--- config.mk ---
export PLATFORM = sky130hd
export DESIGN_NAME = ras_driver
export DESIGN_NICKNAME = d
export VERILOG_FILES = /design/src/rtl/ras_driver_pkg.sv /design/src/rtl/ras_driver_predecode.sv /design/src/rtl/ras_driver.sv
export SDC_FILE = /design/constraint.sdc
export NUM_CORES = 1
export LEC_CHECK = 0
export ABC_AREA = 1
export CELL_PAD_IN_SITES_DETAIL_PLACEMENT = 1
export CELL_PAD_IN_SITES_GLOBAL_PLACEMENT = 1
export CORE_MARGIN = 2
export CORE_UTILIZATION = 35
export CTS_CLUSTER_DIAMETER = 50
export DETAILED_ROUTE_END_ITERATION = 8
export GPL_TIMING_DRIVEN = 0
export PLACE_DENSITY_LB_ADDON = 0.2
export SETUP_SLACK_MARGIN = 0.3
export SYNTH_ARGS = -nofsm -noshare
export SYNTH_HDL_FRONTEND = slang
export SYNTH_SLANG_ARGS = --single-unit
--- constraint.sdc ---
create_clock -name clk -period 7.58 [get_ports clk]
set_input_delay 0.758 -clock clk [delete_from_list [all_inputs] [get_ports clk]]
set_output_delay 0.758 -clock clk [all_outputs]
set_load 0.03 [all_outputs]
--- src/rtl/ras_driver_pkg.sv ---
// Shared definitions for the return-address-stack driver: RISC-V control-flow opcodes,
// link-register test and FSM state type.
package ras_driver_pkg;

  localparam logic [6:0] OPC_JAL    = 7'b1101111;
  localparam logic [6:0] OPC_JALR   = 7'b1100111;
  localparam logic [6:0] OPC_BRANCH = 7'b1100011;

  typedef enum logic {
    IDLE,
    COROUTINE
  } ras_state_e;

  function automatic logic is_link(input logic [4:0] r);
    return (r == 5'd1) || (r == 5'd5);
  endfunction

endpackage

--- src/rtl/ras_driver_predecode.sv ---
// Combinational call/return/branch classification of one RISC-V instruction word.
module ras_predecode
  import ras_driver_pkg::*;
(
  input  logic [31:0] instr,
  output logic        call,
  output logic        ret,
  output logic        coroutine,
  output logic        br
);

  logic [6:0] opc;
  logic [4:0] rd;
  logic [4:0] rs1;
  logic [2:0] funct3;
  logic       jal;
  logic       jalr;
  logic       bxx;
  logic       unused_bits;

  assign opc    = instr[6:0];
  assign rd     = instr[11:7];
  assign funct3 = instr[14:12];
  assign rs1    = instr[19:15];

  assign jal  = (opc == OPC_JAL);
  assign jalr = (opc == OPC_JALR) && (funct3 == 3'b000);
  assign bxx  = (opc == OPC_BRANCH);

  assign call      = (jal | jalr) & is_link(rd);
  assign ret       = jalr & is_link(rs1) & (!is_link(rd) | (rs1 != rd));
  assign coroutine = ret & is_link(rd);
  // br means "needs a stack checkpoint", which covers every JALR as well
  assign br        = bxx | jalr;

  assign unused_bits = ^instr[31:20];

endmodule

--- src/rtl/ras_driver.sv ---
// Fetch-side predecoder driving the return address stack, with return redirect,
// checkpoint throttling and a one-entry valid/ready slice towards decode.
module ras_driver
  import ras_driver_pkg::*;
#(
  parameter int unsigned PC_BITS    = 32,
  parameter int unsigned CKPT_DEPTH = 4
) (
  input  logic               clk,
  input  logic               rst,
  input  logic               flush_i,
  input  logic               branch_resolved_i,
  input  logic               valid_i,
  input  logic [PC_BITS-1:0] pc_i,
  input  logic [31:0]        instr_i,
  output logic               ready_o,
  output logic               ras_push_o,
  output logic               ras_pop_o,
  output logic [PC_BITS-1:0] ras_new_entry_o,
  output logic               ras_is_branch_o,
  input  logic [PC_BITS-1:0] ras_pc_i,
  input  logic               ras_is_empty_i,
  output logic               redirect_valid_o,
  output logic [PC_BITS-1:0] redirect_pc_o,
  output logic               out_valid_o,
  output logic [PC_BITS-1:0] out_pc_o,
  output logic [31:0]        out_instr_o,
  input  logic               out_ready_i
);

  localparam int unsigned CNT_W = $clog2(CKPT_DEPTH + 1);

  ras_state_e         state, state_nxt;
  logic [CNT_W-1:0]   cnt;
  logic [PC_BITS-1:0] link_q;
  logic [PC_BITS-1:0] link_nxt;
  logic               call, ret, coroutine, br;
  logic               acc;
  logic               cnt_full;
  logic               cnt_dec;

  ras_predecode u_predecode (
    .instr     (instr_i),
    .call      (call),
    .ret       (ret),
    .coroutine (coroutine),
    .br        (br)
  );

  assign link_nxt = pc_i + PC_BITS'(4);
  assign cnt_full = (cnt == CNT_W'(CKPT_DEPTH));
  assign cnt_dec  = branch_resolved_i && (cnt != '0);

  assign ready_o = (state == IDLE) && (!out_valid_o || out_ready_i) && !flush_i
                   && !(br && cnt_full);
  assign acc     = valid_i && ready_o;

  // Coroutine returns pop now and push next cycle because the stack favours push over pop
  always_comb begin
    state_nxt       = state;
    ras_push_o      = 1'b0;
    ras_pop_o       = 1'b0;
    ras_is_branch_o = 1'b0;
    ras_new_entry_o = '0;
    unique case (state)
      IDLE: begin
        if (acc) begin
          ras_push_o      = call && !coroutine;
          ras_pop_o       = ret && !ras_is_empty_i;
          ras_is_branch_o = br;
          if (call && !coroutine) ras_new_entry_o = link_nxt;
          if (coroutine) state_nxt = COROUTINE;
        end
      end
      COROUTINE: begin
        state_nxt = IDLE;
        if (!flush_i) begin
          ras_push_o      = 1'b1;
          ras_new_entry_o = link_q;
        end
      end
      default: state_nxt = IDLE;
    endcase
    if (flush_i) state_nxt = IDLE;
  end

  always_ff @(posedge clk or posedge rst) begin
    if (rst) begin
      state  <= IDLE;
      cnt    <= '0;
      link_q <= '0;
    end else begin
      state <= state_nxt;
      if (acc && coroutine) link_q <= link_nxt;
      if (flush_i) cnt <= '0;
      else if (ras_is_branch_o && !cnt_dec) cnt <= cnt + CNT_W'(1);
      else if (!ras_is_branch_o && cnt_dec) cnt <= cnt - CNT_W'(1);
    end
  end

  always_ff @(posedge clk or posedge rst) begin
    if (rst) begin
      redirect_valid_o <= 1'b0;
      redirect_pc_o    <= '0;
    end else if (flush_i) begin
      redirect_valid_o <= 1'b0;
      redirect_pc_o    <= '0;
    end else begin
      redirect_valid_o <= ras_pop_o;
      if (ras_pop_o) redirect_pc_o <= ras_pc_i;
    end
  end

  always_ff @(posedge clk or posedge rst) begin
    if (rst) begin
      out_valid_o <= 1'b0;
      out_pc_o    <= '0;
      out_instr_o <= '0;
    end else if (flush_i) begin
      out_valid_o <= 1'b0;
    end else if (acc) begin
      out_valid_o <= 1'b1;
      out_pc_o    <= pc_i;
      out_instr_o <= instr_i;
    end else if (out_ready_i) begin
      out_valid_o <= 1'b0;
    end
  end

endmodule
* Yosys cells after proc, flatten, opt, wreduce, memory -nomap -nowiden
Index checks and enable logic that the tools add are counted.
** Operators by class
- $add $sub $neg :: 3
- $mul :: 0
- Div/mod/pow operators :: 0
- Magnitude comparators :: 0
- Equality and inequality tests :: 9
- Shifts and indexed selects :: 0
- Mux-type cells :: 24
- Bitwise logic cells :: 9
- Reductions and logical operators :: 29
** Operator list (number)
- $mux 32 :: 5
- $pmux 32 s2 :: 1
- $add 32x3->32 const B :: 1
- $eq 7x7->1 const B :: 3
- $mux 1 :: 13
- $logic_and 1x1->1 :: 12
- $eq 5x1->1 const B :: 2
- $eq 5x3->1 const B :: 2
- $mux 3 :: 3
- $reduce_bool 3->1 :: 3
- $logic_not 1->1 :: 8
- $ne 5x5->1 :: 1
- $and 1x1->1 :: 4
- $pmux 1 s2 :: 2
- $add 3x1->3 const B :: 1
- $eq 3x3->1 const B :: 1
- $logic_not 3->1 :: 1
- $logic_or 1x1->1 :: 3
- $or 1x1->1 :: 3
- $sub 3x1->3 const B :: 1
- $not 1->1 :: 2
- $reduce_and 2->1 :: 1
- $reduce_bool 2->1 :: 1
** Word-level totals
- Flip-flop bits (word level) :: 134
- Bits in latches :: 0
- RAM bits :: 0
- ROM bits :: 0
- Input bits :: 103
- Output and inout bits :: 134
- Word-level logic and storage cells :: 82
- Memories :: 0

* Longest topological paths before layout
- Depth in word-level cells :: 14
- Depth in mapped cells :: 15
- Gate-level depth less buffers :: 15

* Modules after synthesis
From an unflattened synthesis, not the netlist that was laid out.
** Unflattened totals
- Cell total of the unflattened synthesis :: 897
- Area, all modules :: 6677.7 um^2
** Modules (own cells, without submodules)
- ras_driver :: times used 1, cells each 847, area each 6463.7 um^2, sequential area each 3353.2 um^2
- ras_predecode :: times used 1, cells each 50, area each 214.0 um^2, sequential area each 0.0 um^2

* Worst setup path before layout
No wires, ideal clock.
- Kind :: input -> output
- From :: in instr_i[1]
- To :: out ras_pop_o
- Arrival time :: 2.056 ns
- Required time :: 6.822 ns
- Path slack :: 4.766 ns
- Stages on the path :: 9
- Buffers on the path :: 1
- Cells stage by stage :: nand2_1 > inv_1 > nand3_1 > nand2_2 > nand3_2 > nand3_4 > buf_6 > or2_2 > nor2_1
** On the way
- Word-level cells in the longest chain between the ends :: 9
- Elaborated cells between the ends (all ways) :: 13
- Those cells by class :: eq/ne: 2; mux: 2; bitwise: 3; reduce/logical: 6
** RTL lines
- start, declared :: RTL line ras_driver.sv:15 : input logic [31:0] instr_i,
- $eq 7x7->1 :: RTL line ras_driver_predecode.sv:27 : assign jalr = (opc == OPC_JALR) && (funct3 == 3'b000);
- $logic_and 1x1->1 :: RTL line ras_driver_predecode.sv:27
- $or 1x1->1 :: RTL line ras_driver_predecode.sv:34 : assign br = bxx | jalr;
- $logic_and 1x1->1 :: RTL line ras_driver.sv:55 : && !(br && cnt_full);
- $logic_not 1->1 :: RTL line ras_driver.sv:55
- $logic_and 1x1->1 :: RTL line ras_driver.sv:55
- $logic_and 1x1->1 :: RTL line ras_driver.sv:56 : assign acc = valid_i && ready_o;
- $mux 1 (*) :: RTL line ras_driver.sv:67 : if (acc) begin
- $mux 1 (*) :: RTL line ras_driver.sv:65 : unique case (state)
- end, declared :: RTL line ras_driver.sv:18 : output logic ras_pop_o,
Mark *: on every way between the ends. The rest lies on a longest branch, timed or not.

* Worst setup path in the final report
- From :: in pc_i[2]
- To :: out ras_new_entry_o[31]
** On the way
- Word-level cells in the longest chain between the ends :: 4
** RTL lines
- start, declared :: RTL line ras_driver.sv:14 : input logic [PC_BITS-1:0] pc_i,
- $add 32x3->32 :: RTL line ras_driver.sv:50 : assign link_nxt = pc_i + PC_BITS'(4);
- $mux 32 :: RTL line ras_driver.sv:71 : if (call && !coroutine) ras_new_entry_o = link_nxt;
- $mux 32 :: RTL line ras_driver.sv:67
- $pmux 32 s2 :: RTL line ras_driver.sv:65
- end, declared :: RTL line ras_driver.sv:19 : output logic [PC_BITS-1:0] ras_new_entry_o,
No other way between the ends.

==> results.yml <==
hold_path:
  hold_class: "register to register"
  hold_depth: 2
  whs_endpoint: "link_q[9]$_DFFE_PP0P_"
  min-delay-start: "link_q[9]$_DFFE_PP0P_"
sta:
  tightestPinTransition_ns: 0.604
  setup_viol: 0
  fmax_ghz: 0.239
  fin_crit_ns: 4.18
  fin_crit_sh: 0.552
  slew_headroom: 0.596
  finalHoldViolCount: 0
  rsz0062_at_grt: "false"
  slew_viol_final: 0
  finalClockSkew_ns: 0.0139
  finalSetupTns_ns: 0
cells_and_area:
  drive_above_1_share: 0.0724
  antenna_cells: 0
  layout.cells.non_filler: 1406
  final_core_util: 0.536
  finalNetCount: 1239
  area_growth_pct: 49.7
route:
  drc: 0
  ant_nets: 0
  vias: 6617
  drt_iter0_markers: 251
  first_pass_iters: 4
  viasPerCell: 4.71
  wl_per_cell_um: 16.7
  finalWirelength_mm: 23.5
die:
  fp.dieH_um: 143
  io_pins: 237
  num_rows: 50
  start_util: 0.358
  die-area_mm2: 0.0204
  core_area_mm2: 0.0188
  die_x_um: 143
power:
  p_per_area_mw_per_mm2: 215
  finalPower_w: 0.00217
  p_leak_nw: 5.03
  vdd_drop_max_v: 0.000155
setup_path:
  arrival_ns: 3.43
  crit_slowest_cell: "clkdlybuf4s50_1"
  rrSetupSlack_ns: 5.52
  worstSetupPathType: "input pin to output port"
  r2r_cells: 12
  cp_cell_sequence: "clkdlybuf4s50_1 > inv_1 > nor3_4 > nand2_2 > nor2_2 > nand3_1 > xor2_1 > nand2_1 > nand2_1 > clkdlybuf4s50_1"
  r2r_end: "cnt[2]$_DFFE_PP0P_"
  setup.worst_path.end_class: "output port"
  reg2reg_from: "cnt[0]$_DFFE_PP0P_"
  crit_required_ns: 6.82
  startpoint_type: "input pin"
  critical-path-max-stage-delay_ns: 0.68
  worstSetupStartpoint: "pc_i[2]"
  cp_max_fo: 6
grt:
  grt_max_degree: 84
  grt_pass1_vias: 6967
  antenna_found_initial: 0
  grt_pass1_wl_mm: 37.4
  grt_overflow: 0
  grt_usage: 0.239
place:
  dp.cells: 1375
  numPortBuffers: 236
  dp_hpwl_mm: 17.7
  gp_congestion: 0.839
clock_tree:
  cts_tree: "yes"
  clk_pin_slew_worst_paths_ns: 0.06
  cts_root_buffer: "clkbuf_16"
  cts_hold_buf: 0
  numCtsBuffers: 17
  cts_setup_buffers: 0
  cts_sinks: 134
  post_cts_resized: 0
  h-tree-depth: 4
  cts_max_path_buffers: 2
  insertion_delay_ns: 0.43
logic_synthesis:
  ys_top_cells_by_area: "dfrtp_1, nand2_1, xor2_1, nand3_1, inv_1"
  avgSynthCellArea_um2: 7.68
  mappedNetlistNets: 983
  yosysWarnings: 0
  yosysSeqAreaShare: 0.498
  ys_types: 35
  netlist_instances: 878
  synth.top_cell.area_share: 0.498
  synth_top_area_cell: "dfrtp_1"
  synth-seq-cells: 134
  syn_area_mm2: 0.00674
run:
  cap_viol_max_count: 0
run_status:
  status: "completed"
==> through the flow <==
step                      setup WS (ns)  area (um^2)  hold slack [ns]
final                              3.40        10100            0.473
after global placement            0.974         9430            0.453
after CTS                          3.34        10100            0.475
after detailed placement           3.38         9460            0.460
after global routing               3.19        10100            0.495
after floorplan                    3.24         6740            0.442
==> sequential cells by signal, summed over array words and instances (netlist names) <==
signal / flops
link_q: 32
out_instr_o: 32
out_pc_o: 32
redirect_valid_o: 1
cnt: 3
state: 1
redirect_pc_o: 32
out_valid_o: 1
==> placed cells by master, fill, tap and decap left out, types with 2 or more instances in the layout <==
master | Yosys | layout
nand2_1 | 443 | 443
clkdlybuf4s50_1 | 0 | 236
dfrtp_1 | 134 | 134
inv_1 | 63 | 62
nand3_1 | 51 | 51
o21ai_0 | 32 | 32
xor2_1 | 30 | 30
nor2_1 | 29 | 29
clkbuf_16 | 0 | 17
nor3_1 | 14 | 14
clkbuf_1 | 10 | 11
buf_6 | 10 | 10
nand4_1 | 9 | 9
buf_2 | 9 | 9
buf_4 | 7 | 7
bufinv_16 | 0 | 4
inv_2 | 3 | 3
nor2_2 | 3 | 3
nand3_2 | 3 | 3
nand2_2 | 3 | 3
nor3_2 | 3 | 3
nand3b_1 | 3 | 3
clkinvlp_4 | 0 | 3
xnor2_1 | 2 | 2
nor2_4 | 2 | 2
or2_2 | 2 | 2
inv_6 | 0 | 2
clkinv_4 | 0 | 2
clkbuf_8 | 0 | 2
==> synth_stat cells (all sizes together) <==
cell type  instances
nand2            447
dfrtp            134
inv               67
nand3             55
nor2              34
o21ai             32
xor2              30
buf               26
nor3              18
clkbuf            10
nand4              9
nand3b             3
or2                3
nor4               2
xnor2              2
and2               1
fa                 1
ha                 1
nor3b              1
o22ai              1
o31ai              1
==> metal layers <==
metal	vias up	global-route usage	share of wire
met5	-	0	0
met4	0	0.0823	0.024
met3	38	0.0704	0.071
met2	202	0.399	0.48
met1	3171	0.297	0.43
li1	3206	-	-
==> final cells by class <==
type                            count  area, um^2
Multi-Input combinational cell    641        2880
Clock inverter                     11         174
Clock buffer                       20         457
Buffer                             36         248
Timing Repair Buffer              237        2390
Sequential cell                   134        3350
Fill cell                        2290        8740
Inverter                           67         259
Tap cell                          260         325
==> worst max-delay path by stage <==
stage / endpoint / slack [ns] / cells after the start
floorplan: cnt[0]$_DFFE_PP0P_ / 3.24 / 1
global placement: link_q[3]$_DFFE_PP0P_ / 0.97 / 2
detailed placement: ras_new_entry_o[27] / 3.38 / 10
CTS: ras_new_entry_o[31] / 3.34 / 10
global route: ras_new_entry_o[31] / 3.19 / 10
finish: ras_new_entry_o[31] / 3.40 / 10
==> cells by family (layout without fill, tap and decap cells) <==
kind of cell / count (synthesis) / count (layout) / share of synthesized area
DFF: 134 / 134 / 0.498
buffers and inverters: 103 / 371 / 0.0745
and+or+nand+nor: 573 / 573 / 0.356
xor gates and xnor gates: 32 / 32 / 0.0416
adders and majority gates: 2 / 2 / 0.00483
AOI/OAI and AO/OA: 34 / 34 / 0.0258
==> critical path, delay by kind of cell <==
family	cells	cell delay (ns)
XOR/XNOR	1	0.21
buffers and inverters	3	1.26
AND/OR/NAND/NOR	6	1.18
==> where the power goes <==
group	switching [W]	internal, W
combinational	0.000267	0.000189
sequential	0.0000384	0.000774
clock	0.000337	0.000568
total	0.000642	0.00153
(Power assumes the default switching activity.)
==> variant 1, RTL diff (config.mk and constraints unchanged) <==
Make the reset (`rst`) synchronous in 3 clocked blocks.
--- a/src/rtl/ras_driver.sv
+++ b/src/rtl/ras_driver.sv
@@ -85,5 +85,5 @@
   end
 
-  always_ff @(posedge clk or posedge rst) begin
+  always_ff @(posedge clk) begin
     if (rst) begin
       state  <= IDLE;
@@ -99,5 +99,5 @@
   end
 
-  always_ff @(posedge clk or posedge rst) begin
+  always_ff @(posedge clk) begin
     if (rst) begin
       redirect_valid_o <= 1'b0;
@@ -112,5 +112,5 @@
   end
 
-  always_ff @(posedge clk or posedge rst) begin
+  always_ff @(posedge clk) begin
     if (rst) begin
       out_valid_o <= 1'b0;
Function: differs if rst is asserted again (counterexample within 4 cycles, from zero or initial values and one cycle with rst high); with rst held inactive, the same outputs for 4 cycles.
==> variant 1 against the original RTL <==
Utilization is 1.2 points lower. Wire length is 13% higher. Total power fell by 15%. Largest power group unchanged. Largest cell class is now multi-input gates. Sequential cell count did not move. Combinational power fell by 44%. Cell area increased by 0.38%. Clock skew is 0.0049 ns lower. Via count rose by 17%. Worst setup slack worse by 0.13 ns. Synthesized area increased by 1.5%.
==> variant 1: results (changes against the original RTL) <==
The initial DRC count came out at 354 (+41%). The internal portion of total power is 0.00135 W (-12%). The post-detailed-routing wire length is 26.5 mm (+13%). The largest net degree at the start of global routing came out at 17 (-80%). The ratio of routed vias to standard cells came out at 4.98 (+5.7%). The count of cells along the worst register-to-register path is 13 (+1).

The detailed route wirelength on metal2 came to 12.4 mm (+10%). The number of placed instances with taps included came out at 1528 (+11%). The worst register-to-register path ends at cnt[2]. The quantity of I/O buffers inserted on ports is 235 (-0.42%). In this run the critical register-to-register path is launched from state. The worst supply voltage drop on vdd came out at 163 uV (+5.0%). By count the netlist is led by sky130_fd_sc_hd__nand2_1 (291), sky130_fd_sc_hd__nor2_1 (141), sky130_fd_sc_hd__dfxtp_1 (134), sky130_fd_sc_hd__nand3_1 (119), sky130_fd_sc_hd__a21oi_1 (68). The compound-cell area share of the yosys netlist was 11.1% (+8.5 points). The clock network fraction of design power came out at 46.8% (+5.2 points). The met3 wire length is 1.55 mm (-6.6%). The global routing met3 resource utilization came out at 5.60% (-1.4 points). The met2 capacity usage during global routing was 41.4% (+1.5 points). The final-stage net count came out at 1388 (+12%). The run finished with clean final reports. The worst hold margin is 0.462 ns (-0.0108 ns). The count of unique library cells instantiated by Yosys came out at 31 (-11%). The detail-routed net length per standard cell came out at 17.0 um (+1.5%). The fraction of the yosys area taken by sequential cells was 39.2% (-11 points). The slew of the pin with the lowest slew margin came out at 0.595 ns (-0.00856 ns). The setup slack on the worst flop-to-flop path came out at 4.71 ns (-0.81 ns). The arrival time of data at the critical path endpoint came out at 3.56 ns (+0.13 ns). The power density of the placed cells is 182 nW/um2 (-15%).

The critical path ends at ras_new_entry_o[3]. The area share of xor/xnor cells in the synthesized design is 1.92% (-2.2 points). The minimum setup slack after placement was 3.24 ns (-0.140 ns). Tracing the worst setup path back leads to its startpoint at instr_i[3].

The placer congestion estimate came out at 0.871 (+3.8%). The worst clock skew on the final layout was 0.00899 ns (-0.00492 ns). The global-route wire length before repair is 40.6 mm (+8.5%). The clock latency on the worst-skew pair is 0.43 ns (about the same).

The share of cells above drive strength 1 came out at 5.95% (-1.3 points). The detailed-router iteration count before antenna repair came out at 5 (+1). The post-route met1 wirelength is 12.0 mm (+19%).

The met1 track utilization from global routing is 33.3% (+3.6 points). The instance area at placement was 9520 um2 (+0.67%). The post-synth net total is 1134 (+15%).

The biggest fanout along the worst timing path came out at 10 (+4). The share of flip-flops with an asynchronous set or reset after synthesis came out at 0% (-100 points). The detailed-placement wirelength estimate is 20.1 mm (+14%). The via count of the first global-routing pass is 7540 (+8.2%).
variant 1: cell count changes after synthesis, sizes merged, moves of 18 or more:
cell,change
nand3,+65
xor2,-19
clkbuf,+18
nor3,+27
nor2,+110
o21bai,+49
nand2,-156
o21ai,-26
dfrtp,-134
a21oi,+68
dfxtp,+134
variant 1: worst min-delay path by stage:
stage                           end             from  cells after the start
floorplan                    cnt[2]           cnt[2]                      2
global placement     out_instr_o[0]   out_instr_o[0]                      2
detailed placement  out_instr_o[14]  out_instr_o[14]                      2
CTS                 out_instr_o[20]  out_instr_o[20]                      2
global route            out_pc_o[1]      out_pc_o[1]                      2
finish               out_instr_o[3]   out_instr_o[3]                      2
variant 1: area by class of cell:
type	instances	share of cell area (%)
timing repair buffer	235	23.2
clock inverter	14	1.72
buffer	67	3.66
multi-input combinational	760	34.9
tap	265	3.27
clock buffer	18	4.24
antenna	1	0.0247
inverter	67	2.48
sequential	134	26.5
==> variant 2, RTL diff (same flow settings) <==
Made on the original files. The parameter `CKPT_DEPTH` goes from 4 to 8.
--- a/src/rtl/ras_driver.sv
+++ b/src/rtl/ras_driver.sv
@@ -5,5 +5,5 @@
 #(
   parameter int unsigned PC_BITS    = 32,
-  parameter int unsigned CKPT_DEPTH = 4
+  parameter int unsigned CKPT_DEPTH = 8
 ) (
   input  logic               clk,
Function: changed (Yosys sat finds a counterexample within 10 cycles, from zero or initial values and one cycle with rst high).
==> variant 2 against the original RTL <==
Worst setup slack worse by 0.29 ns. Wire length shrank 0.85%. First-iteration DRC count is 13% higher. Maximum frequency shrank 6.5%. Cell area decreased by 1.5%. Global-route usage shrank 0.80 points. Clock power decreased by 7.5%. Synthesized area fell by 1.1%. Cell count shrank 5.7%. Total power is 0.52% lower. Largest power group unchanged. Largest cell class unchanged. Sequential cell count up 1. Combinational power up 11%.
==> variant 2: results (changes against the original RTL) <==
The setup slack on the worst flop-to-flop path is 5.15 ns (-0.37 ns). The worst hold path terminates at out_pc_o[13]. The worst supply voltage drop on vdd is 149 uV (-4.2%).

The placer congestion estimate was 0.859 (+2.3%). The path type of the worst min-delay path is flop to flop. The via count of the first global-routing pass was 6784 (-2.6%). After synthesis, the cell types taking the most area are sky130_fd_sc_hd__dfrtp_1 (51%), sky130_fd_sc_hd__nand2_1 (18%), sky130_fd_sc_hd__o21ai_0 (5.0%).

The final-stage net count came out at 1189 (-4.0%). In this run the worst setup path terminates at ras_new_entry_o[31]. The maximum buffer depth of the clock tree is 2 (unchanged). The number of buffers created by CTS is 17 (unchanged). The post-synth net total came out at 933 (-5.1%).

The number of setup buffers added after CTS is 0 (unchanged). The global-route wire length before repair came out at 36.3 mm (-2.9%). The number of levels the H-tree was split into came out at 4 (unchanged). The count of unique library cells instantiated by Yosys came out at 35 (unchanged). The total vias in the final route is 6486 (-2.0%).

The detailed-placement wirelength estimate is 17.7 mm (about the same). The largest net degree at the start of global routing was 72 (-14%). The worst stage delay on the critical path is 0.62 ns (-0.06 ns).

The tree is rooted in a sky130_fd_sc_hd__clkbuf_16. The detail-routed net length per standard cell came out at 17.6 um (+5.1%). The run finished with clean final reports. The post-detailed-routing wire length came out at 23.3 mm (-0.85%). The worst register-to-register path ends at cnt[3]. The slowest stage of the critical path belongs to the cell sky130_fd_sc_hd__clkdlybuf4s50_1. The number of stages on the worst hold path was 2 (unchanged). The worst clock skew on the final layout came out at 0.00902 ns (-0.00489 ns). The arrival time of data at the critical path endpoint came out at 3.71 ns (+0.28 ns). The initial antenna violation count came out at 0 (unchanged). The aggregate global-route resource usage is 23.2% (-0.80 points).

The number of standard cells after synthesis came out at 826 (-5.9%). The worst hold path begins at out_pc_o[13]. The post-cts resize count came out at 0 (unchanged). The fraction of the yosys area taken by sequential cells is 50.7% (+0.94 points). The initial DRC count was 283 (+13%). The number of placed instances with taps included is 1297 (-5.7%).

Ranked by instance count, the synthesized netlist is headed by sky130_fd_sc_hd__nand2_1 (327), sky130_fd_sc_hd__dfrtp_1 (135), sky130_fd_sc_hd__inv_1 (73), sky130_fd_sc_hd__o21ai_0 (66), sky130_fd_sc_hd__nand3_1 (50). The most critical setup path has its startpoint at pc_i[2]. The leakage power was 4.80 nW (-4.7%). The number of filler instances in the final layout is 2261 (-1.3%). The detailed-router iteration count before antenna repair is 4 (unchanged). The count of cells along the worst register-to-register path is 13 (+1).

The slew of the pin with the lowest slew margin came to 0.776 ns (+0.173 ns). The biggest fanout along the worst timing path came out at 5 (-1). The share of cells above drive strength 1 is 7.88% (+0.63 points).
[variant 2: cell type report]
type,instances,area (um2),share of cell area [%]
Buffer,32,211,2.13
Inverter,79,304,3.06
Multi-Input combinational cell,580,2780,27.9
Clock inverter,12,158,1.59
Tap cell,234,293,2.95
Timing Repair Buffer,237,2390,24.1
Sequential cell,135,3380,34.0
Clock buffer,17,425,4.28
[variant 2: critical path: cells and delay by family]
family	cells	cell delay, ns
compound gates	1	0.18
xor+xnor	1	0.33
buf+inv	2	1.20
simple gates	4	1.23
[variant 2: logic make-up after synthesis]
group / synth area share, %
compound gates: 7.66
buf+inv: 7.66
xor+xnor: 4.21
flops: 50.7
fa+ha+maj: 0.864
simple gates: 28.9
[variant 2: per-layer routing]
layer | wire length [um] | GRT usage [%]
met1 | 10300 | 30.2
met2 | 11600 | 39.6
met3 | 1020 | 4.27
met4 | 400 | 6.37
met5 | 0 | 0
[variant 2: stage by stage]
step / util [%] / worst slack [ns] / hold slack, ns / power (W) / instance area [um2]
6_report: 53.1 / 3.11 / 0.479 / 0.00216 / 9930
5_1_grt: 53.1 / 2.90 / 0.500 / 0.00225 / 9930
4_1_cts: 53.1 / 3.15 / 0.480 / 0.00218 / 9930
3_5_place_dp: 50.0 / 3.20 / 0.464 / 0.00134 / 9350
3_3_place_gp: 49.8 / 1.01 / 0.454 / 0.00133 / 9320
2_1_floorplan: - / 3.21 / 0.442 / 0.00110 / 6660
[variant 2: report_power, final]
| group | switching (W) | internal, W | leakage, nW | total [W] |
|---|---|---|---|---|
| Clock | 0.000325 | 0.000512 | 0.277 | 0.000837 |
| Sequential | 0.0000374 | 0.000783 | 1.73 | 0.000821 |
| Combinational | 0.000299 | 0.000205 | 2.79 | 0.000504 |
| Total | 0.000661 | 0.00150 | 4.80 | 0.00216 |
